$ cat config.mk
export PLATFORM = sky130hd
export DESIGN_NAME = vga_sync_decoder_flat
export DESIGN_NICKNAME = d
export VERILOG_FILES = /design/src/rtl/vga_sync_decoder_if.sv /design/src/rtl/vga_sync_decoder.sv /design/src/flat_wrapper.sv
export SDC_FILE = /design/constraint.sdc
export NUM_CORES = 1
export LEC_CHECK = 0
export BUFFER_PORTS_ARGS = -buffer_cell sky130_fd_sc_hd__buf_2
export CORE_MARGIN = 2
export CORE_UTILIZATION = 55
export DETAILED_ROUTE_END_ITERATION = 12
export PLACE_DENSITY = 0.74
export SETUP_SLACK_MARGIN = 0.4
export SYNTH_ARGS = -nofsm -noshare
export SYNTH_HDL_FRONTEND = slang
export SYNTH_SLANG_ARGS = --single-unit
export TNS_END_PERCENT = 50
$ cat constraint.sdc
create_clock -name CLK -period 3.1 [get_ports CLK]
set_input_delay 0.155 -clock CLK [delete_from_list [all_inputs] [get_ports CLK]]
set_output_delay 0.155 -clock CLK [all_outputs]
set_load 0.01 [all_outputs]
$ cat src/rtl/vga_sync_decoder_if.sv
// Sync input pair and recovered timing outputs between a VGA sync source and the decoder.
// The decoder takes the slave modport; the source/consumer side takes master.
interface vga_sync_decoder_if #(
    parameter int COUNT_W = 10
);
    logic               H_Sync;
    logic               V_Sync;
    logic [COUNT_W-1:0] Col_Count;
    logic [COUNT_W-1:0] Row_Count;
    logic               Active;
    logic               Frame_Start;
    logic               Locked;
    logic               Sync_Err;
    logic [1:0]         Dbg_State;

    modport master (
        output H_Sync, V_Sync,
        input  Col_Count, Row_Count, Active, Frame_Start, Locked, Sync_Err, Dbg_State
    );

    modport slave (
        input  H_Sync, V_Sync,
        output Col_Count, Row_Count, Active, Frame_Start, Locked, Sync_Err, Dbg_State
    );
endinterface

$ cat src/rtl/vga_sync_decoder.sv
// Recovers column/row counts from an H_Sync/V_Sync pair and validates them against the
// expected frame geometry, reporting lock, active region, frame start and sync errors.
module vga_sync_decoder #(
    parameter int TOTAL_COLS  = 800,
    parameter int TOTAL_ROWS  = 525,
    parameter int ACTIVE_COLS = 640,
    parameter int ACTIVE_ROWS = 480,
    parameter int LOCK_FRAMES = 2,
    parameter int COUNT_W     = 10
) (
    input  logic              CLK,
    input  logic              RST_N,
    vga_sync_decoder_if.slave sync_if
);
    typedef enum logic [1:0] {
        SEARCH  = 2'd0,
        ACQUIRE = 2'd1,
        LOCKED  = 2'd2
    } state_t;

    localparam int                 GOOD_W    = $clog2(LOCK_FRAMES + 1);
    localparam logic [COUNT_W-1:0] LAST_COL  = COUNT_W'(TOTAL_COLS - 1);
    localparam logic [COUNT_W-1:0] LAST_ROW  = COUNT_W'(TOTAL_ROWS - 1);
    localparam logic [COUNT_W-1:0] ACT_COLS  = COUNT_W'(ACTIVE_COLS);
    localparam logic [COUNT_W-1:0] ACT_ROWS  = COUNT_W'(ACTIVE_ROWS);
    localparam logic [COUNT_W-1:0] CNT_MAX   = '1;
    localparam logic [GOOD_W-1:0]  GOOD_LAST = GOOD_W'(LOCK_FRAMES - 1);

    logic               r_h_q;
    logic               r_v_q;
    logic [COUNT_W-1:0] r_col;
    logic [COUNT_W-1:0] r_row;
    state_t             r_state;
    logic [GOOD_W-1:0]  r_good;
    logic               r_frame_start;
    logic               r_sync_err;
    logic               r_locked;

    logic w_h_rise;
    logic w_v_rise;
    logic w_frame_edge;
    logic w_err;

    assign w_h_rise     = sync_if.H_Sync & ~r_h_q;
    assign w_v_rise     = sync_if.V_Sync & ~r_v_q;
    assign w_frame_edge = w_h_rise & w_v_rise;

    // Errors are judged on the counts before this cycle's update.
    assign w_err = (w_h_rise && (r_col != LAST_COL))
                || (w_frame_edge && (r_row != LAST_ROW))
                || (w_v_rise && !w_h_rise)
                || (!w_h_rise && (r_col == LAST_COL))
                || (w_h_rise && !w_v_rise && (r_row == LAST_ROW));

    always_ff @(posedge CLK or negedge RST_N) begin
        if (!RST_N) begin
            r_h_q <= 1'b1;
            r_v_q <= 1'b1;
            r_col <= '0;
            r_row <= '0;
        end else begin
            r_h_q <= sync_if.H_Sync;
            r_v_q <= sync_if.V_Sync;
            if (w_frame_edge) begin
                r_col <= '0;
                r_row <= '0;
            end else if (w_h_rise) begin
                r_col <= '0;
                if (r_row != CNT_MAX) r_row <= r_row + 1'b1;
            end else if (r_col != CNT_MAX) begin
                r_col <= r_col + 1'b1;
            end
        end
    end

    // An error on the same cycle as a frame edge drops to SEARCH; re-entry waits for the next edge.
    always_ff @(posedge CLK or negedge RST_N) begin
        if (!RST_N) begin
            r_state       <= SEARCH;
            r_good        <= '0;
            r_frame_start <= 1'b0;
            r_sync_err    <= 1'b0;
            r_locked      <= 1'b0;
        end else begin
            r_frame_start <= w_frame_edge;
            r_sync_err    <= 1'b0;
            case (r_state)
                SEARCH: begin
                    if (w_frame_edge) begin
                        r_state <= ACQUIRE;
                        r_good  <= '0;
                    end
                end
                ACQUIRE: begin
                    if (w_err) begin
                        r_sync_err <= 1'b1;
                        r_state    <= SEARCH;
                        r_locked   <= 1'b0;
                    end else if (w_frame_edge) begin
                        r_good <= r_good + 1'b1;
                        if (r_good == GOOD_LAST) begin
                            r_state  <= LOCKED;
                            r_locked <= 1'b1;
                        end
                    end
                end
                LOCKED: begin
                    if (w_err) begin
                        r_sync_err <= 1'b1;
                        r_state    <= SEARCH;
                        r_locked   <= 1'b0;
                    end
                end
                default: begin
                    r_state  <= SEARCH;
                    r_locked <= 1'b0;
                end
            endcase
        end
    end

    assign sync_if.Col_Count   = r_col;
    assign sync_if.Row_Count   = r_row;
    assign sync_if.Frame_Start = r_frame_start;
    assign sync_if.Sync_Err    = r_sync_err;
    assign sync_if.Locked      = r_locked;
    assign sync_if.Dbg_State   = r_state;
    assign sync_if.Active      = r_locked && (r_col < ACT_COLS) && (r_row < ACT_ROWS);
endmodule
$ cat src/flat_wrapper.sv
// flat-port wrapper written by rule: the top's interface ports become plain ports
module vga_sync_decoder_flat 
#(
    parameter int TOTAL_COLS  = 800,
    parameter int TOTAL_ROWS  = 525,
    parameter int ACTIVE_COLS = 640,
    parameter int ACTIVE_ROWS = 480,
    parameter int LOCK_FRAMES = 2,
    parameter int COUNT_W     = 10
)
  (CLK, RST_N, sync_if_H_Sync, sync_if_V_Sync, sync_if_Col_Count, sync_if_Row_Count, sync_if_Active, sync_if_Frame_Start, sync_if_Locked, sync_if_Sync_Err, sync_if_Dbg_State);
  vga_sync_decoder_if #(.COUNT_W(COUNT_W)) sync_if_i ();
  input  logic CLK;
  input  logic RST_N;
  input wire logic [$bits(sync_if_i.H_Sync)-1:0] sync_if_H_Sync;
  input wire logic [$bits(sync_if_i.V_Sync)-1:0] sync_if_V_Sync;
  output wire logic [$bits(sync_if_i.Col_Count)-1:0] sync_if_Col_Count;
  output wire logic [$bits(sync_if_i.Row_Count)-1:0] sync_if_Row_Count;
  output wire logic [$bits(sync_if_i.Active)-1:0] sync_if_Active;
  output wire logic [$bits(sync_if_i.Frame_Start)-1:0] sync_if_Frame_Start;
  output wire logic [$bits(sync_if_i.Locked)-1:0] sync_if_Locked;
  output wire logic [$bits(sync_if_i.Sync_Err)-1:0] sync_if_Sync_Err;
  output wire logic [$bits(sync_if_i.Dbg_State)-1:0] sync_if_Dbg_State;
  assign sync_if_i.H_Sync = sync_if_H_Sync;
  assign sync_if_i.V_Sync = sync_if_V_Sync;
  assign sync_if_Col_Count = sync_if_i.Col_Count;
  assign sync_if_Row_Count = sync_if_i.Row_Count;
  assign sync_if_Active = sync_if_i.Active;
  assign sync_if_Frame_Start = sync_if_i.Frame_Start;
  assign sync_if_Locked = sync_if_i.Locked;
  assign sync_if_Sync_Err = sync_if_i.Sync_Err;
  assign sync_if_Dbg_State = sync_if_i.Dbg_State;
  vga_sync_decoder #(.TOTAL_COLS(TOTAL_COLS), .TOTAL_ROWS(TOTAL_ROWS), .ACTIVE_COLS(ACTIVE_COLS), .ACTIVE_ROWS(ACTIVE_ROWS), .LOCK_FRAMES(LOCK_FRAMES), .COUNT_W(COUNT_W)) u_core (.CLK(CLK), .RST_N(RST_N), .sync_if(sync_if_i));
endmodule
# == Word level (Yosys, flattened, before mapping) ==
# Index checks and enable logic that the tools add are counted.
# totals
reg_bits,29
output_inout_bits,26
word_cells,82
# op_classes
addsub,3
order_cmp,2
n_eq_ne,15
mux,23
bitwise_logic,6
n_reduce_logical,24
# ops
cell,count
$mux W10,6
$ne A10 B10 Y1 const B,4
$add A10 B1 Y10 const B,2
$eq A10 B10 Y1 const B,2
$mux W2,8
$reduce_and A4 Y1,3
$lt A10 B10 Y1 const B,1
$lt A10 B9 Y1 const B,1
$logic_and A1 B1 Y1,8
$mux W1,6
$ne A2 B1 Y1 const B,3
$ne A3 B1 Y1 const B,2
$pmux W2 S3,1
$reduce_bool A2 Y1,3
$eq A2 B1 Y1 const B,2
$logic_or A1 B1 Y1,4
$pmux W2 S2,1
$and A1 B1 Y1,3
$not A1 Y1,3
$pmux W1 S3,1
$reduce_bool A3 Y1,1
$add A2 B1 Y2 const B,1
$eq A2 B2 Y1 const B,1
$logic_not A1 Y1,2
4 further kinds,4

# == Longest topological paths before layout ==
# Gate-level depths: netlist of the first run.
# logic_depth
ltp_word,10
ltp_mapped,7
depth_no_buf,6

# == Least setup slack after synthesis of the first run ==
# No wires, ideal clock.
# synth_timing
path_kind,register to register
start,"register u_core.r_col[0], in the netlist u_core.sync_if.Col_Count[0]"
end,"register u_core.r_state[0], in the netlist u_core.sync_if.Dbg_State[0]"
setup_ns,0.135
t_arrival_ns,1.636
t_required_ns,2.965
slack_ns,1.329
path_stages_with_launch,7
path_buffers,1
period_less_slack_ns,1.771
path_cell_list,dfrtp_1 > ha_1 > nand3_1 > buf_2 > or3_4 > a2111oi_2 > a211oi_1
# synth_via
elab_chain_len,8
# synth_rtl
element,line,rtl
from (decl),vga_sync_decoder.sv:31,logic [COUNT_W-1:0] r_col;
from (signal assigned),vga_sync_decoder.sv:71,r_col <= r_col + 1'b1;
$ne A10 B10 Y1,vga_sync_decoder.sv:49,assign w_err = (w_h_rise && (r_col != LAST_COL))
$logic_and A1 B1 Y1,vga_sync_decoder.sv:49,
$logic_or A1 B1 Y1,vga_sync_decoder.sv:50,|| (w_frame_edge && (r_row != LAST_ROW))
$logic_or A1 B1 Y1,vga_sync_decoder.sv:51,|| (w_v_rise && !w_h_rise)
$logic_or A1 B1 Y1 (*),vga_sync_decoder.sv:52,|| (!w_h_rise && (r_col == LAST_COL))
$logic_or A1 B1 Y1 (*),vga_sync_decoder.sv:53,|| (w_h_rise && !w_v_rise && (r_row == LAST_ROW));
"$ne A3 B1 Y1 (no line), or another cell as far along",--,
$reduce_and A4 Y1 (no line) or $pmux W2 S3 (tied branches),--,
to (signal assigned),vga_sync_decoder.sv:79,r_state <= SEARCH;
to (signal assigned),vga_sync_decoder.sv:90,r_state <= ACQUIRE;
to (signal assigned),vga_sync_decoder.sv:97,r_state <= SEARCH;
to (decl),vga_sync_decoder.sv:33,state_t r_state;
# Mark *: on every way between the ends. The rest lies on a longest branch, timed or not.
# A chain may end at the register's enable or synchronous reset.

# == Final worst setup path of the first run ==
# Same ends and word-level chain as after synthesis.

==> summary.md, run 1 <==
| Metric | Value |
|---|---|
| Endpoints failing setup | `0` |
| CTS Root Cell | `clkbuf_4` |
| I/O pins | `30` |
| CP max stage cell | `or3_4` |
| Crit path arrival time | `2.18 ns` |
| Max_slew headroom | `0.582` |
| Iter 0 DRT Violations | `98` |
| # Post-CTS Setup Buffers | `0` |
| Routed len/inst | `14.6 µm` |
| Mapped cell area | `1750 µm²` |
| Final TNS setup | `0 ns` |
| Number of synthesized register bits | `29` |
| Hold Crit Class | `in2async` |
| Num rows | `20` |
| Setup crit start kind | `flip-flop` |
| Critical Setup Path Class | `reg2reg` |
| Min Hold Slack | `0.368 ns` |
| Mean Syn Cell Area | `9.90 µm²` |
| All-layer global routing usage | `0.234` |
| Reg-to-reg critical path endpoint | `u_core.sync_if.Dbg_State[0]` |
| Flop-to-flop setup slack | `1.12 ns` |
| # fillers | `262` |
| Max cap viols | `0` |
| Total iterations of the first detailed-routing run | `4` |
| Area delta synth->final | `16.7%` |
| Global-route wire length before repair | `6450 µm` |
| Sequential power share | `0.449` |
| RSZ-0062 raised after global routing | `no` |
| CTS tree | `done` |
| CP Data Required Time | `3.30 ns` |
| Synth Flop Type | `dfrtp_1` |
| Internal | `0.000742 W` |
| Share of the synthesized area in the top cell type | `0.386` |
| Post-Syn Instances | `177` |
| Clk Latency, worst-skew pair | `0.33 ns` |
| Sink Count | `29` |
| RR Startpoint | `u_core.sync_if.Col_Count[0]` |
| Delay-heaviest family, CP | `simple AND/OR/NAND/NOR gates` |
| CP peak stage delay | `0.52 ns` |
| Synth area leader | `dfrtp_1` |
| Minimum clock period | `1.98 ns` |
| DIE HEIGHT | `60.4 µm` |
| Standby leakage power | `0.930 nW` |
| DR vias/cell | `5.80` |
| Htree depth | `2` |
| Ratio of cells with drive above 1 in the final layout | `0.250` |
| Number of global-route vias before repair | `1,466` |
| WP buf/inv | `0` |
| NetSw | `0.000365 W` |
| Die Area | `3650 µm²` |
| Hold Vio Cnt, Final | `0` |
| Cell Chain, Critical Path | `ha_1, nand3_1, or3_4, a2111oi_2, a211oi_1` |
| Die W | `60.4 µm` |
| Diode count | `0` |
| Yosys warns | `0` |
| Combinational power share | `0.257` |
| DRT antenna net count | `0` |
| Starting density of the core | `0.574` |
| Largest net degree at the start of global routing | `30` |
| Clock slew at reported path FFs | `0.10 ns` |
| Max frequency | `505 MHz` |
| Final Wtd Congestion | `0.818` |
| Yosys cell types | `54` |
| Worst Max-Slew Pin Slew | `0.627 ns` |
| Post-synth EDFFs | `0` |
| Nets | `222` |
| Clk_skew | `0.0159 ns` |
| Synth Net Count | `188` |
| HPWL Detailed | `2690 µm` |
| Final Util | `0.670` |
| CTS Buf Count | `5` |
| Critical path peak fanout | `11` |
| Critical Path Sink Type | `flip-flop` |
| Worst reg2reg path depth | `5` |
| Vias | `1,484` |
| Routed WL | `3750 µm` |
| Outcome | `completed` |
| Maximum vdd drop | `0.377 mV` |
| Part of the power in the clock network | `0.293` |
| Port Buf Inserts | `29` |
| DRC viols | `0` |
| PD cells | `541 nW/µm²` |
| Initial antenna violation count | `0` |
| Core Region | `3050 µm²` |
| Slew Limit Fails | `0` |
| Switching Fraction | `0.330` |
| Longest Clk Path Bufs | `2` |
| Post-synth ARST share | `1.00` |
| Top post-synthesis cells by area | `dfrtp_1, ha_1, a21oi_1` |
| Overflow after GRT | `0` |
| Tcrit/Tclk final | `0.638` |
| Sequential fraction of the synthesis area | `0.416` |
-- final cells by class --
cell class,count,area (µm²),share of cell area
clock buffers,7,55.1,0.0269
well taps,44,55.1,0.0269
repair buffers,32,175,0.0857
flip-flops and latches,29,728,0.356
inverters,13,48.8,0.0239
clock inverters,1,30.0,0.0147
multi-input cells,130,952,0.466
-- worst register-to-register path, stage by stage (launching register included) --
cell and delay [ns]:
dfrtp_1 0.43, ha_1 0.22, nand3_1 0.31, or3_4 0.52
a2111oi_2 0.29, a211oi_1 0.09
-- timing repair --
action,CTS,global route
resized for setup,0,0
setup endpoints to repair,0,0
hold buffers,3,0
hold endpoints to repair,29,0
-- sequential cells by signal (all words and copies together), names as in the netlist --
name,flops
u_core.r_good,2
u_core.r_h_q,1
u_core.r_v_q,1
u_core.sync_if.Col_Count,10
u_core.sync_if.Dbg_State,2
u_core.sync_if.Frame_Start,1
u_core.sync_if.Locked,1
u_core.sync_if.Row_Count,10
u_core.sync_if.Sync_Err,1
-- worst max-delay path by stage --
stage               slack [ns]                        start                     endpoint  cells after the start
detailed placement        1.12  u_core.sync_if.Col_Count[0]  u_core.sync_if.Dbg_State[0]                      5
global placement          1.21  u_core.sync_if.Col_Count[0]  u_core.sync_if.Dbg_State[0]                      5
global route              0.94  u_core.sync_if.Col_Count[0]             u_core.r_good[1]                      5
floorplan                 1.33  u_core.sync_if.Col_Count[0]  u_core.sync_if.Dbg_State[0]                      6
finish                    1.12  u_core.sync_if.Col_Count[0]  u_core.sync_if.Dbg_State[0]                      5
CTS                       1.10  u_core.sync_if.Col_Count[0]  u_core.sync_if.Dbg_State[0]                      5
-- per-layer routing --
metal	vias to the layer above	GRT usage	part of all wire
li1	730	-	-
met1	704	0.304	0.47
met2	45	0.384	0.47
met3	5	0.0405	0.046
met4	0	0.109	0.010
met5	-	0	0
-- cell usage after synthesis, types with 2 or more instances --
cell       n
and4b_1    2
or4_1      4
mux2i_1    3
o41ai_1    2
and3_1     2
nor2b_1    2
ha_1       7
clkbuf_1   2
and2_1     2
dfrtp_1   27
a21oi_1   11
o31ai_1    7
xnor2_1    3
a31oi_1    2
buf_2      3
or3_1      4
nand3_1    9
nand2b_1   4
inv_1     13
nor3_1     4
dfstp_2    2
nor2_1     9
nand2_1   14
o21ai_0    8
nand4_1    2
-- metrics by stage --
| stage | power (W) | instance area [µm²] | instances | setup WS [ns] |
|---|---|---|---|---|
| after global placement | 0.000772 | 1930 | 245 | 1.21 |
| after detailed placement | 0.000787 | 1930 | 245 | 1.12 |
| final | 0.00111 | 2040 | 256 | 1.12 |
| after floorplan | 0.000674 | 1750 | 177 | 1.33 |
| after global routing | 0.00118 | 2040 | 256 | 0.940 |
| after CTS | 0.00112 | 2040 | 256 | 1.10 |
-- power groups by stage --
stage               Sequential [W]  Clock, W  Combinational, W
finish                    0.000497  0.000325          0.000285
global placement          0.000497         0          0.000275
global route              0.000507  0.000351          0.000325
CTS                       0.000497  0.000332          0.000287
floorplan                 0.000513         0          0.000161
detailed placement        0.000504         0          0.000283
-- layout by cell type, fill, tap and decap left out, drive strengths merged, types with 2 or more instances in the layout --
cell / count
nand2: 14
and2b: 2
mux2i: 3
nand4: 4
and3: 2
a21oi: 12
clkbuf: 7
or4: 5
nor2b: 2
nand3: 9
buf: 29
o41ai: 3
and4b: 2
o31ai: 8
and2: 2
dfrtp: 27
dfstp: 2
o21ai: 10
inv: 13
ha: 7
xnor2: 3
or3: 6
dlygate4sd3: 3
nand2b: 4
o311ai: 2
nor2: 9
a31oi: 2
nor3: 4
-- kinds of logic after synthesis --
kind of cell / Yosys count / share of synthesized area
AOI/OAI and AO/OA: 46 / 0.209
DFF: 29 / 0.416
xor gates and xnor gates: 4 / 0.0200
buffers and inverters: 18 / 0.0407
and+or+nand+nor: 70 / 0.247
adders and majority gates: 7 / 0.0500
muxes: 3 / 0.0171
No activity file was read; power rests on OpenSTA's default activity.
==> inputs of run 2 (changes only) <==
Settings changed: CORE_UTILIZATION 55 to 50, PLACE_DENSITY 0.74 to 0.71.
Clock period 3.1 ns to 1.8 ns, I/O delays scaled along.
==> run 2 against run 1 <==
Effect of this change: sequential power increased by 76%; critical path depth shrank 1; global-route usage is 0.82 points lower; clock skew down 0.0023 ns; combinational power grew 150%; maximum frequency increased by 21%; wire length is 16% higher; largest power group unchanged; highest routed layer unchanged.
==> summary.md, run 2 (synthesized netlist as in run 1, its figures left out) <==
| Metric | Value |
|---|---|
| Starting density of the core | `0.521` |
| Routed len/inst | `15.4 µm` |
| Number of global-route vias before repair | `1,574` |
| Sequential power share | `0.446` |
| Commonest non-fill, non-tap cell in the layout | `buf_2` |
| DRT antenna net count | `0` |
| Crit path arrival time | `1.85 ns` |
| Tcrit/Tclk final | `0.906` |
| Maximum vdd drop | `0.546 mV` |
| Iter 0 DRT Violations | `79` |
| Nets | `246` |
| HPWL Detailed | `2870 µm` |
| Die Area | `3990 µm²` |
| Critical Path Sink Type | `flip-flop` |
| CTS tree | `done` |
| Endpoints failing setup | `0` |
| Minimum clock period | `1.63 ns` |
| CP Data Required Time | `2.02 ns` |
| Final Wtd Congestion | `0.846` |
| Vias | `1,633` |
| Ratio of cells with drive above 1 in the final layout | `0.487` |
| Highest-count cells in the layout ignoring fill and taps | `buf_2, buf_4, dfrtp_1` |
| Hold Crit Class | `in2reg` |
| Post-route worst setup slack | `0.169 ns` |
| Internal | `0.00123 W` |
| RSZ-0062 raised after global routing | `yes` |
| Overall power | `0.00196 W` |
| Worst Max-Slew Pin Slew | `0.641 ns` |
| Port Buf Inserts | `29` |
| Clk Latency, worst-skew pair | `0.34 ns` |
| Critical Setup Path Class | `reg2reg` |
| DR vias/cell | `5.79` |
| Part of the power in the clock network | `0.193` |
| Overflow after GRT | `0` |
| Setup crit start kind | `flip-flop` |
| Htree depth | `2` |
| CTS Buf Count | `5` |
| Worst reg2reg path depth | `4` |
| Max cap viols | `0` |
| Switching Fraction | `0.373` |
| DRC viols | `0` |
| Global-route wire length before repair | `7160 µm` |
| Num rows | `21` |
| Diode count | `0` |
| Cells on Worst Hold Path | `4` |
| CTS Root Cell | `clkbuf_4` |
| Sink Count | `29` |
| All-layer global routing usage | `0.226` |
| Max_slew headroom | `0.572` |
| DIE HEIGHT | `63.2 µm` |
| Clk_skew | `0.0136 ns` |
| Largest net degree at the start of global routing | `30` |
| PD cells | `813 nW/µm²` |
| Standby leakage power | `1.06 nW` |
| Combinational power share | `0.361` |
| Outcome | `completed` |
| # fillers | `251` |
| Hold Vio Cnt, Final | `0` |
| Pre-CTS setup slack | `-0.0451 ns` |
| Die W | `63.2 µm` |
| Max frequency | `613 MHz` |
| Total iterations of the first detailed-routing run | `4` |
| Critical path peak fanout | `4` |
| Area delta synth->final | `37.5%` |
| Slew Limit Fails | `0` |
| Core Region | `3360 µm²` |
| Clock slew at reported path FFs | `0.10 ns` |
| Initial antenna violation count | `0` |
| I/O pins | `30` |
| Routed WL | `4350 µm` |
| Sequential Area | `743 µm²` |
| Multi-input gate area | `1140 µm²` |
| NetSw | `0.000730 W` |
| Longest Clk Path Bufs | `2` |
-- run 2: changes by cell type in the layout (fill, tap and decap cells not counted), sizes merged --
cell / previous run / this run
bufinv: 1 / 0
clkinv: 0 / 2
buf: 29 / 53
clkbuf: 7 / 6
-- run 2: through the flow --
stage / cell area (µm²) / hold WS, ns / setup TNS, ns / std cells / utilization
floorplan: 1820 / -0.206 / 0 / 177 / -
global placement: 2060 / 0.144 / 0 / 256 / 0.614
detailed placement: 2060 / 0.154 / -0.0451 / 256 / 0.614
CTS: 2310 / 0.184 / 0 / 278 / 0.687
global route: 2410 / 0.268 / 0 / 282 / 0.716
finish: 2410 / 0.208 / 0 / 282 / 0.716
-- run 2: worst paths after layout --
check                                             from                           to  slack (ns)
max reg2reg                u_core.sync_if.Col_Count[6]             u_core.r_good[1]        0.17
min reg2reg                      u_core.sync_if.Locked        u_core.sync_if.Locked        0.58
min                                     sync_if_V_Sync  u_core.sync_if.Row_Count[1]        0.21
max in group asynchronous                        RST_N  u_core.sync_if.Row_Count[8]        1.04
max                        u_core.sync_if.Col_Count[6]             u_core.r_good[1]        0.17
min in group asynchronous                        RST_N             u_core.r_good[0]        0.30
-- run 2: layout make-up --
type	instances	area share
Sequential cell	29	0.309
Inverter	13	0.0203
Clock buffer	6	0.0171
Multi-Input combinational cell	130	0.472
Timing Repair Buffer	56	0.154
Clock inverter	2	0.00416
Tap cell	46	0.0239
-- run 2: power groups by stage --
stage	combinational, W	sequential [W]	clock (W)
after detailed placement	0.000519	0.000884	0
after floorplan	0.000295	0.000902	0
after global routing	0.000778	0.000887	0.000422
after global placement	0.000507	0.000871	0
after CTS	0.000650	0.000868	0.000385
final	0.000707	0.000873	0.000379
-- run 2: worst max-delay path, stage by stage (launching register included) --
cell     delay [ns]
dfrtp_1        0.44
or2_4          0.29
or3_4          0.43
o31ai_2        0.24
o41ai_2        0.12
-- run 2: what timing repair did --
item,CTS,global route
buffers inserted,11,4
hold buffers,3,0
setup endpoints to repair,26,27
hold endpoints to repair,29,0
pin swaps,7,10
resized for setup,16,17
-- run 2: layer usage --
layer,up-vias,GRT usage,share of wire
li1,771,-,-
met1,803,0.276,0.41
met2,54,0.407,0.54
met3,5,0.0482,0.045
met4,0,0.0543,0.0092
met5,-,0,0
==> inputs of run 3 (changes only) <==
--- a/config.mk
+++ b/config.mk
@@ -9,4 +9,5 @@
 export CORE_MARGIN = 2
 export CORE_UTILIZATION = 50
+export CTS_CLUSTER_SIZE = 12
 export DETAILED_ROUTE_END_ITERATION = 12
 export PLACE_DENSITY = 0.71
==> constraint.sdc (replaced) <==
create_clock -name CLK -period 1.8 [get_ports CLK]
set_input_delay 0.27 -clock CLK [delete_from_list [all_inputs] [get_ports CLK]]
set_output_delay 0.27 -clock CLK [all_outputs]
set_load 0.01 [all_outputs]
==> run 3 against run 2 <==
Effect of this change: via count up 1.9%; non-clock buffer count up 5; highest routed layer unchanged; sequential share of layout area down 0.37 points; total power up 0.23%; wire length up 2.3%; utilization up 0.63 points; critical path depth unchanged.
==> summary.md, run 3 (synthesized netlist as in run 1, its figures left out) <==
| Metric | Value |
|---|---|
| Final TNS setup | `0 ns` |
| Iter 0 DRT Violations | `90` |
| Core Region | `3360 µm²` |
| Routed WL | `4440 µm` |
| Max frequency | `614 MHz` |
| Nets | `251` |
| Ratio of cells with drive above 1 in the final layout | `0.502` |
| Starting density of the core | `0.521` |
| Slew Limit Fails | `0` |
| Longest Clk Path Bufs | `2` |
| Cell Chain, Critical Path | `nand4b_1, or3_4, o31ai_2, o41ai_2` |
| GR Util met3 | `0.0482` |
| Post-route worst setup slack | `0.171 ns` |
| PD cells | `808 nW/µm²` |
| I/O pins | `30` |
| CP max stage cell | `dfrtp_1` |
| Maximum vdd drop | `0.615 mV` |
| Hold Vio Cnt, Final | `0` |
| Max cap viols | `0` |
| Outcome | `completed` |
| CTS Buf Count | `5` |
| Initial antenna violation count | `0` |
| Endpoints failing setup | `0` |
| Total iterations of the first detailed-routing run | `4` |
| Cells on Worst Hold Path | `1` |
| Diode count | `0` |
| Highest-count cells in the layout ignoring fill and taps | `buf_2, buf_4, dfrtp_1` |
| DIE HEIGHT | `63.2 µm` |
| Clock slew at reported path FFs | `0.10 ns` |
| CTS Root Cell | `clkbuf_4` |
| Largest net degree at the start of global routing | `30` |
| Min Hold Slack | `0.0654 ns` |
| DRT antenna net count | `0` |
| Clk Latency, worst-skew pair | `0.33 ns` |
| DR vias/cell | `5.80` |
| Area delta synth->final | `38.7%` |
| Flop-to-flop setup slack | `0.17 ns` |
| DRC viols | `0` |
| Final Wtd Congestion | `0.846` |
| Die Area | `3990 µm²` |
| Crit path to | `u_core.r_good[1]` |
| Pre-CTS setup slack | `-0.0451 ns` |
| Overall power | `0.00196 W` |
| GR Layer Usage met1 | `0.282` |
| Critical path peak fanout | `6` |
| Htree depth | `2` |
| Critical Path Sink Type | `flip-flop` |
| Max_slew headroom | `0.576` |
| HPWL Detailed | `2870 µm` |
| CP Data Required Time | `2.01 ns` |
| Clk_skew | `0.0153 ns` |
| Crit path from | `u_core.sync_if.Col_Count[5]` |
| Routed len/inst | `15.5 µm` |
| RR Startpoint | `u_core.sync_if.Col_Count[5]` |
| Port Buf Inserts | `29` |
| Hold wc startpoint | `sync_if_H_Sync` |
| RSZ-0062 raised after global routing | `yes` |
| Minimum clock period | `1.63 ns` |
| Met2 usage | `0.414` |
| Reg-to-reg critical path endpoint | `u_core.r_good[1]` |
| Tcrit/Tclk final | `0.905` |
| Vias | `1,664` |
| Busiest grt layer | `met2` |
| Final Util | `0.722` |
| Global-route wire length before repair | `7270 µm` |
| Standby leakage power | `1.09 nW` |
| Overflow after GRT | `0` |
| Die W | `63.2 µm` |
| Setup crit start kind | `flip-flop` |
| Worst reg2reg path depth | `4` |
| CP peak stage delay | `0.43 ns` |
| Number of global-route vias before repair | `1,573` |
| Critical Setup Path Class | `reg2reg` |
| CTS tree | `done` |
| Hold Crit Class | `in2reg` |
| All-layer global routing usage | `0.230` |
| Num rows | `21` |
| Crit path arrival time | `1.84 ns` |
| Sink Count | `29` |
| Worst Max-Slew Pin Slew | `0.636 ns` |
-- run 3: changes by cell type in the layout (fill, tap and decap cells not counted), moves of 2 or more --
cell and delta:
buf_4 +7, dfrtp_1 +2, dfrtp_2 -2, dlygate4sd3_1 -2
-- run 3: layer usage --
layer,vias up,share of wire
met2,54,0.52
met5,-,0
li1,787,-
met4,0,0.014
met3,9,0.048
met1,814,0.41
-- run 3: final cells by class --
class | instances | area [µm²]
clock buffer | 6 | 41.3
inverter | 13 | 48.8
multi-input combinational | 130 | 1140
clock inverter | 2 | 10.0
sequential | 29 | 741
tap | 46 | 57.6
timing repair buffer | 61 | 395
fill | 248 | 933
-- run 3: power by group --
| part | leakage (nW) | switching (W) | total [W] | internal [W] |
|---|---|---|---|---|
| Sequential | 0.372 | 0.000127 | 0.000875 | 0.000748 |
| Combinational | 0.682 | 0.000377 | 0.000712 | 0.000335 |
| Clock | 0.0320 | 0.000228 | 0.000377 | 0.000148 |
| Total | 1.09 | 0.000732 | 0.00196 | 0.00123 |
-- run 3: critical path, delay by kind of cell (launching register included) --
| kind | cells | cell delay (ns) |
|---|---|---|
| and+or+nand+nor | 2 | 0.70 |
| AOI/OAI and AO/OA | 2 | 0.37 |
| DFF | 1 | 0.43 |
-- run 3: worst min path at each step --
stage / end
final: u_core.r_h_q
after global routing: u_core.r_h_q
after CTS: u_core.r_h_q
after floorplan: u_core.r_good[0]
after global placement: u_core.sync_if.Row_Count[4]
after detailed placement: u_core.sync_if.Row_Count[4]
-- run 3: per-stage QoR --
| stage | std cells | cell area [µm²] |
|---|---|---|
| 6_report | 287 | 2430 |
| 5_1_grt | 287 | 2430 |
| 4_1_cts | 280 | 2330 |
| 3_5_place_dp | 256 | 2060 |
| 3_3_place_gp | 256 | 2060 |
| 2_1_floorplan | 177 | 1820 |
-- run 3: timing repair --
action,CTS,global route
pin swaps,9,9
hold buffers,1,0
gates resized for setup,19,15
endpoints found under the hold margin,27,0
buffers inserted,15,7
setup endpoints to repair,26,28
